### config.mk
export PLATFORM = sky130hd
export DESIGN_NAME = instr_fetch
export DESIGN_NICKNAME = d
export VERILOG_FILES = /design/src/rtl/instr_fetch.sv
export SDC_FILE = /design/constraint.sdc
export NUM_CORES = 1
export LEC_CHECK = 0
export ABC_AREA = 0
export CAP_MARGIN = 20
export CORE_AREA = 2 2 95 165
export DETAILED_ROUTE_END_ITERATION = 6
export DIE_AREA = 0 0 97 167
export GPL_ROUTABILITY_DRIVEN = 0
export GPL_TIMING_DRIVEN = 0
export HOLD_SLACK_MARGIN = 0.15
export MAX_ROUTING_LAYER = met4
export PLACE_DENSITY_LB_ADDON = 0.08
export REMOVE_ABC_BUFFERS = 1
export SLEW_MARGIN = 0
export SYNTH_ARGS = -nofsm -noshare
export SYNTH_HDL_FRONTEND = slang
export SYNTH_SLANG_ARGS = --single-unit
### constraint.sdc
create_clock -name clk -period 2.29 [get_ports clk]
set_clock_uncertainty 0.05 [all_clocks]
set_input_delay 0.687 -clock clk [delete_from_list [all_inputs] [get_ports clk]]
set_output_delay 0.687 -clock clk [all_outputs]
set_load 0.03 [all_outputs]
### src/rtl/instr_fetch.sv
// Instruction fetch unit: issues one request at a time, holds each fetched word
// for decode, and handles redirects. Define FETCH_ALIGN_CHECK_EN to trap misaligned redirects.
module instr_fetch #(
    parameter logic [31:0] RESET_PC  = 32'h0000_0000,
    parameter logic [31:0] NOP_INSTR = 32'h0000_0013
) (
    input  logic        clk,
    input  logic        reset,
    output logic [31:0] iaddr,
    output logic        imem_req,
    input  logic        imem_ack,
    input  logic [31:0] imem_rdata,
    output logic [31:0] idata,
    output logic [31:0] pc,
    output logic        instr_valid,
    input  logic        dec_ready,
    input  logic        redirect_valid,
    input  logic [31:0] redirect_pc,
    output logic        fetch_err
);

`ifdef FETCH_ALIGN_CHECK_EN
    typedef enum logic [2:0] {
        S_IDLE  = 3'd0,
        S_REQ   = 3'd1,
        S_VALID = 3'd2,
        S_DROP  = 3'd3,
        S_ERR   = 3'd4
    } state_t;
`else
    typedef enum logic [2:0] {
        S_IDLE  = 3'd0,
        S_REQ   = 3'd1,
        S_VALID = 3'd2,
        S_DROP  = 3'd3
    } state_t;
`endif

    state_t      r_state;
    logic [31:0] r_iaddr;
    logic [31:0] r_pc;
    logic [31:0] r_idata;
    logic [31:0] r_pend_pc;
    logic        r_req;
    logic        r_valid;

    logic [31:0] w_tgt;
    logic [31:0] w_l_pc;
    logic [31:0] w_pc_inc;
    logic        w_do_launch;

`ifdef FETCH_ALIGN_CHECK_EN
    logic        r_err;
    logic        r_pend_bad;
    logic        w_bad;
    logic        w_l_bad;

    assign w_tgt   = redirect_pc;
    assign w_bad   = |redirect_pc[1:0];
    assign w_l_bad = (r_state == S_DROP && !redirect_valid) ? r_pend_bad : w_bad;
    assign fetch_err = r_err;
`else
    assign w_tgt     = redirect_pc & 32'hFFFF_FFFC;
    assign fetch_err = 1'b0;
`endif

    // A pending target from DROP is used only if no newer redirect arrives with the ack.
    assign w_l_pc   = (r_state == S_DROP && !redirect_valid) ? r_pend_pc : w_tgt;
    assign w_pc_inc = r_pc + 32'd4;

    // Launch = start a fresh request now; no older request is left outstanding.
    always_comb begin
        w_do_launch = 1'b0;
        case (r_state)
            S_IDLE:  w_do_launch = redirect_valid;
            S_REQ:   w_do_launch = redirect_valid && imem_ack;
            S_VALID: w_do_launch = redirect_valid;
            S_DROP:  w_do_launch = imem_ack;
            default: w_do_launch = 1'b0;
        endcase
    end

    always_ff @(posedge clk) begin
        if (reset) begin
            r_state   <= S_IDLE;
            r_iaddr   <= RESET_PC;
            r_pc      <= RESET_PC;
            r_idata   <= NOP_INSTR;
            r_pend_pc <= RESET_PC;
            r_req     <= 1'b0;
            r_valid   <= 1'b0;
`ifdef FETCH_ALIGN_CHECK_EN
            r_err      <= 1'b0;
            r_pend_bad <= 1'b0;
`endif
        end else if (w_do_launch) begin
            r_valid <= 1'b0;
            r_idata <= NOP_INSTR;
`ifdef FETCH_ALIGN_CHECK_EN
            if (w_l_bad) begin
                r_state <= S_ERR;
                r_req   <= 1'b0;
                r_err   <= 1'b1;
            end else
`endif
            begin
                r_state <= S_REQ;
                r_req   <= 1'b1;
                r_iaddr <= w_l_pc;
                r_pc    <= w_l_pc;
            end
        end else begin
            case (r_state)
                S_IDLE: begin
                    r_state <= S_REQ;
                    r_req   <= 1'b1;
                end
                S_REQ: begin
                    if (redirect_valid) begin
                        // Old request still in flight: keep it on the bus, remember the target.
                        r_state   <= S_DROP;
                        r_pend_pc <= w_tgt;
                        r_pc      <= w_tgt;
`ifdef FETCH_ALIGN_CHECK_EN
                        r_pend_bad <= w_bad;
`endif
                    end else if (imem_ack) begin
                        r_state <= S_VALID;
                        r_idata <= imem_rdata;
                        r_valid <= 1'b1;
                        r_req   <= 1'b0;
                    end
                end
                S_VALID: begin
                    if (dec_ready) begin
                        r_state <= S_REQ;
                        r_req   <= 1'b1;
                        r_iaddr <= w_pc_inc;
                        r_pc    <= w_pc_inc;
                        r_valid <= 1'b0;
                        r_idata <= NOP_INSTR;
                    end
                end
                S_DROP: begin
                    if (redirect_valid) begin
                        r_pend_pc <= w_tgt;
                        r_pc      <= w_tgt;
`ifdef FETCH_ALIGN_CHECK_EN
                        r_pend_bad <= w_bad;
`endif
                    end
                end
`ifdef FETCH_ALIGN_CHECK_EN
                S_ERR: begin
                    r_req   <= 1'b0;
                    r_valid <= 1'b0;
                    r_idata <= NOP_INSTR;
                end
`endif
                default: begin
                    r_state <= S_IDLE;
                    r_req   <= 1'b0;
                    r_valid <= 1'b0;
                    r_idata <= NOP_INSTR;
                end
            endcase
        end
    end

    assign iaddr       = r_iaddr;
    assign imem_req    = r_req;
    assign idata       = r_idata;
    assign pc          = r_pc;
    assign instr_valid = r_valid;

endmodule
==> flow_summary.yaml, run 1 <==
cts:
  clk-insertion-delay-late_ns: 0.42
  root_buffer: "clkbuf_16"
  numCtsBuffers: 17
  cts_sinks: 127
  cts.htree.levels: 4
  clk_pin_slew_ns: 0.06
  tritoncts: "done"
  clock_path_buffers: 2
logic_synthesis:
  synth_area_leaders: "dfxtp_1, nand2_1, a21oi_1"
  post-synth-top-count-cell: "nand2_1"
  ys_seq_area_frac: 0.398
  synthCells: 844
  synth_cell_types: 68
  avgSynthCellArea_um2: 7.57
  ys.warnings.count: 0
  synth_enable_flop_cells: 0
  yosys.area.top_type: "dfxtp_1"
  synth_ff_type: "dfxtp_1"
  ys_ff_latch: 127
  synthTopCellsByCount: "nand2_1, dfxtp_1, a21oi_1"
  yosysTopAreaCellShare: 0.398
  async_flop_share: 0
  synth_area_mm2: 0.00639
place:
  pre_cts_ws_ns: -1.41
  port_buffers: 162
  hpwl_um: 14600
critical_path:
  cp_slowest_stage_delay_ns: 0.70
  crit_fanout: 3
  end_kind: "primary output"
  rrSetupSlack_ns: 0.08
  crit_required_ns: 1.55
  path_cells: "clkdlybuf4s50_1"
  critical_path.reg2reg.startpoint: "pc[8]"
  worstSetupStartpointType: "flip-flop"
  reg2reg_depth: 6
  slowest_stage: "clkdlybuf4s50_1"
  rr_endpoint: "pc[17]"
  worst-path-buf-inv: 1
  critPathTopFamily: "buffers and inverters"
  path_class: "flip-flop to primary output"
  critPathArrivalTime_ns: 1.50
floorplan:
  start_util: 0.430
  die_y_um: 167
  ios: 168
  rows: 59
  dieArea_mm2: 0.0162
  die_w_um: 97
  core_area_mm2: 0.0148
cells_and_area:
  nets: 1076
  drive_gt1_frac: 0.133
  diodes: 0
  final_core_util: 0.627
  area_delta_synth_final_pct: 45.7
  fillCellCount: 1320
hold_path:
  hold_path_startpoint: "idata[17]"
  holdPathStages: 2
  hold_path_class: "flip-flop to flip-flop"
  min_to: "idata[17]"
drt:
  first_pass_iters: 7
  viasPerCell: 5.81
  vias: 6952
  drtIter0Drc: 460
  ant_nets: 0
  wl_um: 22500
  wire_per_inst_um: 18.8
  drc: 0
timing:
  finalCritPeriodShare: 0.978
  whs_ns: 0.398
  hold_viol: 0
  fmax_ghz: 0.447
  final-max-slew-violation-count: 0
  slew_headroom: 0.515
  finalSetupViolations: 0
  setup_slack_ns: 0.0509
  worst_pin_slew_ns: 0.726
  period_needed_ns: 2.24
  tns_ns: 0
global_route:
  grt_pass1_vias: 6457
  grt_pass1_wl_um: 34700
  grt_overflow: 0
  grt_usage: 0.275
  grt_max_degree: 50
  antenna_found_initial: 0
flow_run:
  cap_violations: 0
outcome:
  outcome: "finished, final reports clean"
pwr:
  vdd_ir_drop_max_uv: 535
  powerDensity_mw_per_mm2: 1010
  p_leak_nw: 3.55
## cells by family after synthesis
group | synth area share
AOI/OAI and AO/OA | 0.232
and+or+nand+nor | 0.252
DFF | 0.398
buffers and inverters | 0.0527
other | 0.000587
adders and majority gates | 0.00979
xor gates and xnor gates | 0.0357
muxes | 0.0190
## where the power goes
group | internal (mW) | switching (mW) | total (mW) | leakage [nW]
Sequential | 2.53 | 0.388 | 2.92 | 1.04
Combinational | 1.49 | 2.14 | 3.63 | 2.22
Clock | 1.78 | 1.05 | 2.82 | 0.289
Total | 5.80 | 3.58 | 9.37 | 3.55
## worst max path at each step
stage	from	endpoint	slack, ns	cells after the start
after floorplan	r_state[1]	iaddr[3]	-2.57	7
after global placement	r_state[0]	iaddr[6]	-5.80	6
after detailed placement	redirect_valid	iaddr[21]	-1.41	7
after CTS	pc[17]	pc[17]	0.01	1
after global routing	r_state[1]	pc[14]	-0.01	9
final	pc[31]	pc[31]	0.05	1
## sequential cells by signal (all words and copies together), names as in the netlist
name         cells
idata           32
imem_req         1
instr_valid      1
r_state          2
r_pend_pc       30
iaddr           31
pc              30
## placed cells by master, fill, tap and decap left out, types with 5 or more instances in the layout
cell type,synthesis,final
nand2_1,180,176
clkdlybuf4s50_1,0,129
dfxtp_1,127,121
a21oi_1,111,109
nor2_1,55,48
nand3_1,44,42
o21ai_0,44,41
buf_4,6,31
dlygate4sd2_1,0,24
clkbuf_16,0,17
nor3_1,17,14
xor2_1,13,13
xnor2_1,13,13
a31oi_1,12,12
o22ai_1,11,11
mux2i_1,11,11
nand4_1,10,10
a211oi_1,8,8
dlymetal6s2s_1,0,7
nand2b_1,9,6
inv_1,6,5
nor2_4,0,5
and3_1,6,5
a2bb2oi_1,7,5
a311oi_1,5,5
buf_16,0,5
dfxtp_2,0,5
## metrics by stage
step	cell area, um2	power [mW]	cells
finish	9310	9.37	1197
global route	9310	9.80	1197
CTS	9110	9.22	1180
detailed placement	8210	6.24	1133
global placement	7930	6.02	1120
floorplan	6080	4.73	775
## final cells by class
class,instances,area (um2),area share
clock inverters,11,156,0.0168
inverters,6,22.5,0.00242
flip-flops and latches,127,2550,0.274
multi-input cells,644,3790,0.407
well taps,183,229,0.0246
clock buffers,20,457,0.0491
repair buffers,206,2100,0.225
## per-layer routing
| layer | vias to the layer above | wire length [um] | GRT usage |
|---|---|---|---|
| met5 | - | 0 | - |
| met4 | 0 | 558 | 0.108 |
| met3 | 50 | 1530 | 0.0495 |
| met2 | 311 | 11800 | 0.486 |
| met1 | 3301 | 8590 | 0.305 |
| li1 | 3290 | - | - |
## repair_timing
item | CTS | global route
hold buffers | 0 | 0
setup buffers | 15 | 16
cloned | 1 | 1
resized for setup | 79 | 20
endpoints found under the setup margin | 151 | 76
pin swaps | 7 | 4
No activity file was read; power rests on OpenSTA's default activity.
==> run 2, diff against run 1 <==
PLACE_DENSITY_LB_ADDON = 0.25   (was 0.08)
==> run 2 against run 1 <==
- first-iteration DRC count increased by 20%
- final cell count decreased by 0.42%
- worst hold slack got worse by 0.00098 ns
- combinational power about the same
- global-route usage increased by 1.3 points
- count of clock-buffer cells in the layout unchanged
- highest routed layer unchanged
- sequential power about the same
- largest cell class unchanged
- sequential cell count unchanged
==> flow_summary.yaml, run 2 (synthesized netlist as in run 1, its figures left out) <==
timing:
  worst_pin_slew_ns: 0.740
  rsz0062_at_grt: "true"
  finalSetupViolations: 0
  period_needed_ns: 2.27
  finalCritPeriodShare: 0.991
  fmax_ghz: 0.441
  slew_headroom: 0.506
  setup_slack_ns: 0.0215
  hold_viol: 0
  final-max-slew-violation-count: 0
  whs_ns: 0.397
cells_and_area:
  seq_area_mm2: 0.00255
  largest_reg_flops: 32
  area_delta_synth_final_pct: 44.8
  fillCellCount: 1316
  layout_common_cells: "nand2_1, clkdlybuf4s50_1, dfxtp_1"
  final_common_cell: "nand2_1"
  nets: 1070
  diodes: 0
  drive_gt1_frac: 0.123
  final_core_util: 0.623
  multi_input_area_mm2: 0.00381
floorplan:
  ios: 168
  start_util: 0.430
  die_y_um: 167
  die_w_um: 97
  rows: 59
  core_area_mm2: 0.0148
  dieArea_mm2: 0.0162
global_route:
  grt_pass1_wl_um: 36100
  grt_pass1_vias: 6760
  antenna_found_initial: 0
  grt_max_degree: 42
  grt_overflow: 0
  grt_usage: 0.288
critical_path:
  path_cells: "inv_1 > ha_2 > nor2_1 > and4_2 > buf_8 > nand2_1 > a21oi_1"
  worst-path-buf-inv: 2
  cp_slowest_stage_delay_ns: 0.64
  end_kind: "flip-flop"
  path_class: "flip-flop to flip-flop"
  critical_path.reg2reg.startpoint: "r_state[0]"
  crit_fanout: 19
  critPathTopFamily: "simple AND/OR/NAND/NOR gates"
  worstSetupStartpointType: "flip-flop"
  slowest_stage: "and4_2"
  cp-startpoint: "r_state[0]"
  critPathArrivalTime_ns: 2.56
  crit_required_ns: 2.58
drt:
  drtIter0Drc: 554
  first_pass_iters: 6
  wire_per_inst_um: 19.7
  drc: 0
  vias: 7079
  viasPerCell: 5.94
  ant_nets: 0
  wl_um: 23400
pwr:
  p_leak_nw: 3.48
  powerDensity_mw_per_mm2: 1000
  vdd_ir_drop_max_uv: 723
  combPwrFrac: 0.392
  pwr-share-seq: 0.316
  p_clk_frac: 0.293
  switchingPower_mw: 3.60
  swShare: 0.388
  internal_power_mw: 5.69
  power_mw: 9.30
place:
  port_buffers: 162
  hpwl_um: 14500
  pre_cts_ws_ns: -1.63
outcome:
  outcome: "finished, final reports clean"
flow_run:
  cap_violations: 0
cts:
  root_buffer: "clkbuf_16"
  cts.htree.levels: 4
  clock_path_buffers: 2
  clk_pin_slew_ns: 0.06
  tritoncts: "done"
  cts_sinks: 127
  numCtsBuffers: 17
  clk-insertion-delay-late_ns: 0.42
hold_path:
  hold_path_startpoint: "idata[3]"
  hold_path_class: "flip-flop to flip-flop"
[run 2: tightest hold or removal path: cells and delay by family (launching register included)]
family             cells  cell delay (ns)
and+or+nand+nor        1             0.05
DFF                    1             0.30
AOI/OAI and AO/OA      1             0.05
[run 2: final cells by class]
| class | count | share of cell area |
|---|---|---|
| timing repair buffer | 198 | 0.222 |
| inverter | 6 | 0.00284 |
| tap | 183 | 0.0247 |
| clock buffer | 20 | 0.0472 |
| sequential | 127 | 0.276 |
| clock inverter | 12 | 0.0156 |
| multi-input combinational | 646 | 0.412 |
[run 2: worst paths after layout]
path                        to  slack, ns  cells past startpoint
setup / recovery  r_pend_pc[7]       0.02                      7
hold / removal        idata[3]       0.40                      2
setup reg to reg  r_pend_pc[7]       0.02                      7
hold reg to reg       idata[3]       0.40                      2
[run 2: layer usage]
metal  global-route usage  share of wire  vias up
met1                0.307           0.36     3318
li1                     -              -     3282
met3               0.0554          0.074      104
met5                    -              0        -
met4                0.173          0.052        0
met2                0.489           0.51      375
[run 2: power by group through the flow]
stage	combinational [mW]	clock, mW	sequential (mW)
after global placement	3.05	0	2.95
final	3.64	2.72	2.93
after floorplan	1.32	0	3.41
after global routing	3.86	2.83	2.97
after CTS	3.53	2.73	2.91
after detailed placement	3.27	0	2.95
[run 2: metrics by stage]
| stage | std cells | TNS (ns) | area, um2 |
|---|---|---|---|
| CTS | 1189 | 0 | 9160 |
| global placement | 1120 | -450.22 | 7930 |
| floorplan | 775 | -155.58 | 6080 |
| global route | 1192 | -0.114 | 9250 |
| detailed placement | 1133 | -128.14 | 8200 |
| finish | 1192 | 0 | 9250 |
[run 2: timing repair]
action	4_1_cts	5_1_grt
gates cloned	4	0
hold buffers	0	0
pin swaps	7	5
resized for setup	75	22
endpoints found under the setup margin	151	70
setup buffers	20	3
